<file path="src/rtl/hazard_pkg.sv">
//------------------------------------------------------------------------------
// hazard_pkg : shared types and codes for the multi-cycle hazard controller.
// Revision   : 1.0
//------------------------------------------------------------------------------
`default_nettype none

package hazard_pkg;

    typedef enum logic [1:0] {
        RUN      = 2'd0,
        MEM_WAIT = 2'd1,
        MC_WAIT  = 2'd2
    } hz_state_t;

    localparam logic [1:0] FWD_RF  = 2'b00;
    localparam logic [1:0] FWD_WB  = 2'b01;
    localparam logic [1:0] FWD_MEM = 2'b10;

    localparam int RESULT_SRC_LOAD_BIT = 0;

endpackage

`default_nettype wire

</file>
<file path="src/rtl/hazard_ctrl_mc_fwd_sel.sv">
//------------------------------------------------------------------------------
// hazard_fwd_sel : E-stage operand forwarding select for one source operand.
// Revision       : 1.0
//------------------------------------------------------------------------------
`default_nettype none

module hazard_fwd_sel
    import hazard_pkg::*;
#(
    parameter int REG_AW = 5
) (
    input  logic [REG_AW-1:0] rs_e,
    input  logic [REG_AW-1:0] rd_m,
    input  logic [REG_AW-1:0] rd_w,
    input  logic              reg_write_m,
    input  logic              reg_write_w,
    output logic [1:0]        fwd_sel
);

    logic w_rs_nonzero;

    assign w_rs_nonzero = (rs_e != '0);

    // The younger M-stage result wins over the W-stage result.
    always_comb begin
        fwd_sel = FWD_RF;
        if (w_rs_nonzero && reg_write_m && (rs_e == rd_m)) begin
            fwd_sel = FWD_MEM;
        end else if (w_rs_nonzero && reg_write_w && (rs_e == rd_w)) begin
            fwd_sel = FWD_WB;
        end
    end

endmodule

`default_nettype wire

</file>
<file path="src/rtl/hazard_ctrl_mc.sv">
//------------------------------------------------------------------------------
// hazard_ctrl_mc : pipeline hazard unit with forwarding, load-use, branch flush,
//                  multi-cycle/memory wait handling, watchdog and stall counter.
// Revision       : 1.0
//------------------------------------------------------------------------------
`default_nettype none

module hazard_ctrl_mc
    import hazard_pkg::*;
#(
    parameter int REG_AW  = 5,
    parameter int TIMEOUT = 1024,
    parameter int CNT_W   = 32
) (
    input  logic              clk,
    input  logic              rst,
    input  logic [REG_AW-1:0] rs1_d,
    input  logic [REG_AW-1:0] rs2_d,
    input  logic [REG_AW-1:0] rs1_e,
    input  logic [REG_AW-1:0] rs2_e,
    input  logic [REG_AW-1:0] rd_e,
    input  logic [REG_AW-1:0] rd_m,
    input  logic [REG_AW-1:0] rd_w,
    input  logic              reg_write_m,
    input  logic              reg_write_w,
    input  logic [1:0]        result_src_e,
    input  logic              pc_src_e,
    input  logic              mc_start_e,
    input  logic              mc_done,
    input  logic              dmem_req_m,
    input  logic              dmem_ready,
    output logic              stall_f,
    output logic              stall_d,
    output logic              stall_e,
    output logic              stall_m,
    output logic              flush_d,
    output logic              flush_e,
    output logic              flush_m,
    output logic              flush_w,
    output logic [1:0]        forward_a_e,
    output logic [1:0]        forward_b_e,
    output logic [CNT_W-1:0]  stall_count,
    output logic              timeout_err
);

    localparam int              WC_W    = $clog2(TIMEOUT);
    localparam logic [WC_W-1:0] C_WC_MAX = WC_W'(TIMEOUT - 1);
    localparam logic [WC_W-1:0] C_WC_ERR = WC_W'(TIMEOUT - 2);

    hz_state_t       r_state;
    hz_state_t       w_state_next;
    logic [WC_W-1:0] r_wait_cnt;
    logic [CNT_W-1:0] r_stall_count;
    logic            r_timeout_err;

    logic w_mem_stall;
    logic w_mc_stall;
    logic w_lw_stall;
    logic w_take;
    logic w_stay_wait;
    logic w_unused_src;

    assign w_unused_src = result_src_e[1];

    hazard_fwd_sel #(.REG_AW(REG_AW)) u_fwd_a (
        .rs_e        (rs1_e),
        .rd_m        (rd_m),
        .rd_w        (rd_w),
        .reg_write_m (reg_write_m),
        .reg_write_w (reg_write_w),
        .fwd_sel     (forward_a_e)
    );

    hazard_fwd_sel #(.REG_AW(REG_AW)) u_fwd_b (
        .rs_e        (rs2_e),
        .rd_m        (rd_m),
        .rd_w        (rd_w),
        .reg_write_m (reg_write_m),
        .reg_write_w (reg_write_w),
        .fwd_sel     (forward_b_e)
    );

    assign w_mem_stall = dmem_req_m && !dmem_ready;
    assign w_mc_stall  = mc_start_e && !mc_done && !w_mem_stall;
    assign w_lw_stall  = result_src_e[RESULT_SRC_LOAD_BIT] && (rd_e != '0)
                         && ((rs1_d == rd_e) || (rs2_d == rd_e))
                         && !w_mem_stall && !w_mc_stall;
    // A branch resolved in E only redirects once E actually advances.
    assign w_take      = pc_src_e && !w_mem_stall && !w_mc_stall;

    always_comb begin
        stall_f = 1'b0;
        stall_d = 1'b0;
        stall_e = 1'b0;
        stall_m = 1'b0;
        flush_d = 1'b0;
        flush_e = 1'b0;
        flush_m = 1'b0;
        flush_w = 1'b0;
        if (w_mem_stall) begin
            stall_f = 1'b1;
            stall_d = 1'b1;
            stall_e = 1'b1;
            stall_m = 1'b1;
            flush_w = 1'b1;
        end else if (w_mc_stall) begin
            stall_f = 1'b1;
            stall_d = 1'b1;
            stall_e = 1'b1;
            flush_m = 1'b1;
        end else if (w_take) begin
            flush_d = 1'b1;
            flush_e = 1'b1;
        end else if (w_lw_stall) begin
            stall_f = 1'b1;
            stall_d = 1'b1;
            flush_e = 1'b1;
        end
    end

    always_comb begin
        w_state_next = r_state;
        case (r_state)
            RUN: begin
                if (w_mem_stall) begin
                    w_state_next = MEM_WAIT;
                end else if (w_mc_stall) begin
                    w_state_next = MC_WAIT;
                end
            end
            MEM_WAIT: begin
                if (!w_mem_stall) begin
                    w_state_next = RUN;
                end
            end
            MC_WAIT: begin
                if (w_mem_stall) begin
                    w_state_next = MEM_WAIT;
                end else if (!w_mc_stall) begin
                    w_state_next = RUN;
                end
            end
            default: w_state_next = RUN;
        endcase
    end

    assign w_stay_wait = (w_state_next == r_state) && (r_state != RUN);

    always_ff @(posedge clk or posedge rst) begin
        if (rst) begin
            r_state <= RUN;
        end else begin
            r_state <= w_state_next;
        end
    end

    // Watchdog: error flags when the counter is about to reach TIMEOUT-1.
    always_ff @(posedge clk or posedge rst) begin
        if (rst) begin
            r_wait_cnt    <= '0;
            r_timeout_err <= 1'b0;
        end else begin
            if (w_stay_wait) begin
                if (r_wait_cnt != C_WC_MAX) begin
                    r_wait_cnt <= r_wait_cnt + 1'b1;
                end
                if (r_wait_cnt >= C_WC_ERR) begin
                    r_timeout_err <= 1'b1;
                end
            end else begin
                r_wait_cnt <= '0;
            end
        end
    end

    always_ff @(posedge clk or posedge rst) begin
        if (rst) begin
            r_stall_count <= '0;
        end else if (stall_f && (r_stall_count != {CNT_W{1'b1}})) begin
            r_stall_count <= r_stall_count + 1'b1;
        end
    end

    assign stall_count = r_stall_count;
    assign timeout_err = r_timeout_err;

endmodule

`default_nettype wire

</file>
<file path="config.mk">
export PLATFORM = sky130hd
export DESIGN_NAME = hazard_ctrl_mc
export DESIGN_NICKNAME = d
export VERILOG_FILES = /design/src/rtl/hazard_pkg.sv /design/src/rtl/hazard_ctrl_mc_fwd_sel.sv /design/src/rtl/hazard_ctrl_mc.sv
export SDC_FILE = /design/constraint.sdc
export NUM_CORES = 1
export LEC_CHECK = 0
export BUFFER_PORTS_ARGS = -buffer_cell sky130_fd_sc_hd__buf_2
export CORE_MARGIN = 3
export CORE_UTILIZATION = 45
export DETAILED_ROUTE_END_ITERATION = 10
export HOLD_SLACK_MARGIN = 0.15
export PLACE_DENSITY = 0.76
export SLEW_MARGIN = 25
export SYNTH_ARGS = -nofsm -noshare
export SYNTH_HDL_FRONTEND = slang
export SYNTH_SLANG_ARGS = --single-unit
export TNS_END_PERCENT = 50
</file>
<file path="constraint.sdc">
create_clock -name clk -period 2.27 [get_ports clk]
set_clock_uncertainty 0.05 [all_clocks]
set_input_delay 0.227 -clock clk [delete_from_list [all_inputs] [get_ports clk]]
set_output_delay 0.227 -clock clk [all_outputs]
set_load 0.01 [all_outputs]
</file>
==> run summary <==
Status - finished, final reports clean
Post-Layout Cell Count - 447
CTS Root Cell - clkbuf_8
Reg2Reg Setup Slack - 100 ps
PD cells - 567 nW/µm²
Most common cell after layout, fill and taps aside - buf_2
H-tree levels - 2
Highest-count cells in the layout ignoring fill and taps - buf_2 (89), dfrtp_1 (45), xnor2_1 (39), nor2_1 (32), xor2_1 (26)
CP Capture Type - flip-flop
Ys Warns - 0
CP delay by family, top - simple AND/OR/NAND/NOR gates
Area share of the largest cell type after synthesis - 42.5%
Bufs and invs on worst path - 0
Least-Margin Pin Slew - 566 ps
Hold Crit Class - in2reg
Final Wtd Congestion - 0.843
Worst Path Required - 2430 ps
Cts bufs inserted - 5
Slew headroom - 62.2%
Worst Setup SP - stall_count[0]
Post-synthesis cell type count - 40
Nets - 424
Total of max-cap violations - 0
Buffers added on ports - 89
Routed Wire Length - 6.28 mm
Slowest cell delay on critical path - 410 ps
Worst reg-to-reg path cell count - 7
DR vias - 2,359
Kind of critical path - reg2reg
Ports - 91
GR Overflow Total - 0
Critical path peak fanout - 6
Clock sinks - 45
DRT iter0 DRCs - 111
Tmin final - 2170 ps
Die Span Y - 82.7 µm
Crit-path slowest cell - dfrtp_1
Largest net degree at the start of global routing - 46
Cell Area, Synth - 2650 µm²
LEAKAGE - 0.00160 µW
Post-Synthesis Cells - 277
Critical path depth - 7
P&R area growth vs syn - 25.3%
Synthesized flop and latch total - 45
Setup Viol. Count Final - 0
Layout cells sized above 1 - 29.3%
Die area - 6840 µm²
Ratio of final minimum period to clock period - 95.4%
# fillers - 527
VDD IR max - 0.697 mV
DRT Pass-1 Iters - 4
Synth area leader - dfrtp_1
Crit start category - flip-flop
Initial core utilization - 47.2%
Placed cells - 437
CTS tree - yes
FMAX - 0.462 GHz
Inserted Diodes - 0
FP Rows - 27
Final hold vios - 0
Routed length per instance - 14.1 µm
Clock Tree Buf Depth - 2
Sequential share of the synthesized area - 42.5%
Gr usage total - 18.4%
Mapped Nets - 326
Vias/cell - 5.28
Reg2reg end - stall_count[18]
Reg-to-Reg Start - stall_count[0]
Syn Area/Cell - 9.56 µm²
Dpl hpwl - 4.92 mm
First-pass GRT wire length - 9.82 mm
Die extent in x - 82.7 µm
Worst-path cell chain - ha_2 > nand3_1 > or2_1 > or3_1 > o31a_1 > nor3b_2 > xor2_1
Worst setup path endpoint - stall_count[18]
Vias in the first global route - 2,234
Core area - 5610 µm²
Dominant cells by area after synthesis - dfrtp_1 (43%), xnor2_1 (13%), xor2_1 (8.6%), nand4_1 (5.7%), nor2_1 (4.5%)
CP arrival - 2330 ps
Fin Setup TNS - 0 ps
Clock Latency Late Sink - 290 ps
Routed Antenna Nets - 0
Antenna violations before repair - 0
Number of remaining DRC errors - 0
Clk slew on worst S/H paths - 80 ps
Pins Over Slew Limit - 0
worst reg2reg max path: stages, from the launching register on:
cell	delay, ps
dfrtp_1	410
ha_2	200
nand3_1	80
or2_1	250
or3_1	350
o31a_1	390
nor3b_2	200
xor2_1	150
per-stage QoR:
stage	util (%)	total power [µW]	setup WS [ps]	cell area, µm²	hold slack (ps)
2_1_floorplan	-	1180	75.2	2650	351
3_3_place_gp	57.1	1360	130	3200	347
3_5_place_dp	57.1	1390	86.2	3200	341
4_1_cts	58.8	1880	122	3300	164
5_1_grt	59.1	1990	-12.9	3320	187
6_report	59.1	1880	104	3320	168
per-layer routing:
| metal | vias to the layer above | routed length (µm) | global-route usage (%) |
|---|---|---|---|
| met5 | - | 0 | 0 |
| met2 | 57 | 3220 | 31.3 |
| met4 | 0 | 97 | 4.58 |
| met3 | 13 | 314 | 5.31 |
| li1 | 1163 | - | - |
| met1 | 1126 | 2650 | 22.9 |
flip-flops by register name, summed over array words and instances (netlist names):
signal / flops
r_wait_cnt: 10
r_state: 2
timeout_err: 1
stall_count: 32
synthesized netlist by cell type:
cell type and number:
a211oi_1 2, a21oi_1 3, a22oi_1 1, a31oi_1 1
and2_1 2, and2b_1 1, and3_1 10, and4_1 6
buf_1 1, buf_2 2, buf_4 2, clkbuf_1 4
dfrtp_1 45, ha_1 3, inv_1 6, mux2_2 2
mux2i_1 2, nand2_1 19, nand2b_1 5, nand3_1 11
nand3b_1 1, nand4_1 24, nand4b_1 1, nor2_1 32
nor2b_1 1, nor3_1 3, nor3b_1 1, nor3b_2 1
nor4_1 4, nor4b_1 4, o211ai_1 1, o21ai_0 3
o21bai_1 1, o31a_1 1, o31ai_1 1, or2_0 1
or3_1 1, or4_1 3, xnor2_1 39, xor2_1 26
timing repair:
item,in CTS,in global routing
buffers inserted,0,2
setup endpoints to repair,0,3
hold buffers,1,0
endpoints found under the hold margin,45,0
resized for setup,0,3
where the power goes:
part           switching [µW]  internal, µW
registers                75.9           869
clock network             250           242
logic                     219           224
total                     546          1330
layout make-up:
cell class | count | area [µm²] | area share, %
clock buffers | 7 | 86.3 | 2.60
flip-flops and latches | 45 | 1130 | 33.9
inverters | 6 | 22.5 | 0.679
well taps | 72 | 90.1 | 2.72
multi-input cells | 217 | 1460 | 44.1
repair buffers | 100 | 531 | 16.0
worst min path at each step:
stage	startpoint	endpoint	slack [ps]	cells past startpoint
after global placement	rst	r_wait_cnt[8]	350	3
final	mc_start_e	r_state[1]	170	3
after detailed placement	rst	r_wait_cnt[8]	340	3
after CTS	mc_start_e	r_state[1]	160	3
after floorplan	mc_start_e	r_state[1]	350	2
after global routing	mc_done	r_state[1]	190	3
cells by family (layout without fill, tap and decap cells):
family / Yosys count / in the layout / share of synthesized area [%]
compound gates: 14 / 14 / 3.40
simple gates: 131 / 131 / 27.0
mux: 4 / 4 / 1.61
buf+inv: 15 / 113 / 2.50
xor+xnor: 65 / 65 / 21.5
fa+ha+maj: 3 / 3 / 1.42
flops: 45 / 45 / 42.5
Note: power is estimated with default switching activity, not from simulation.
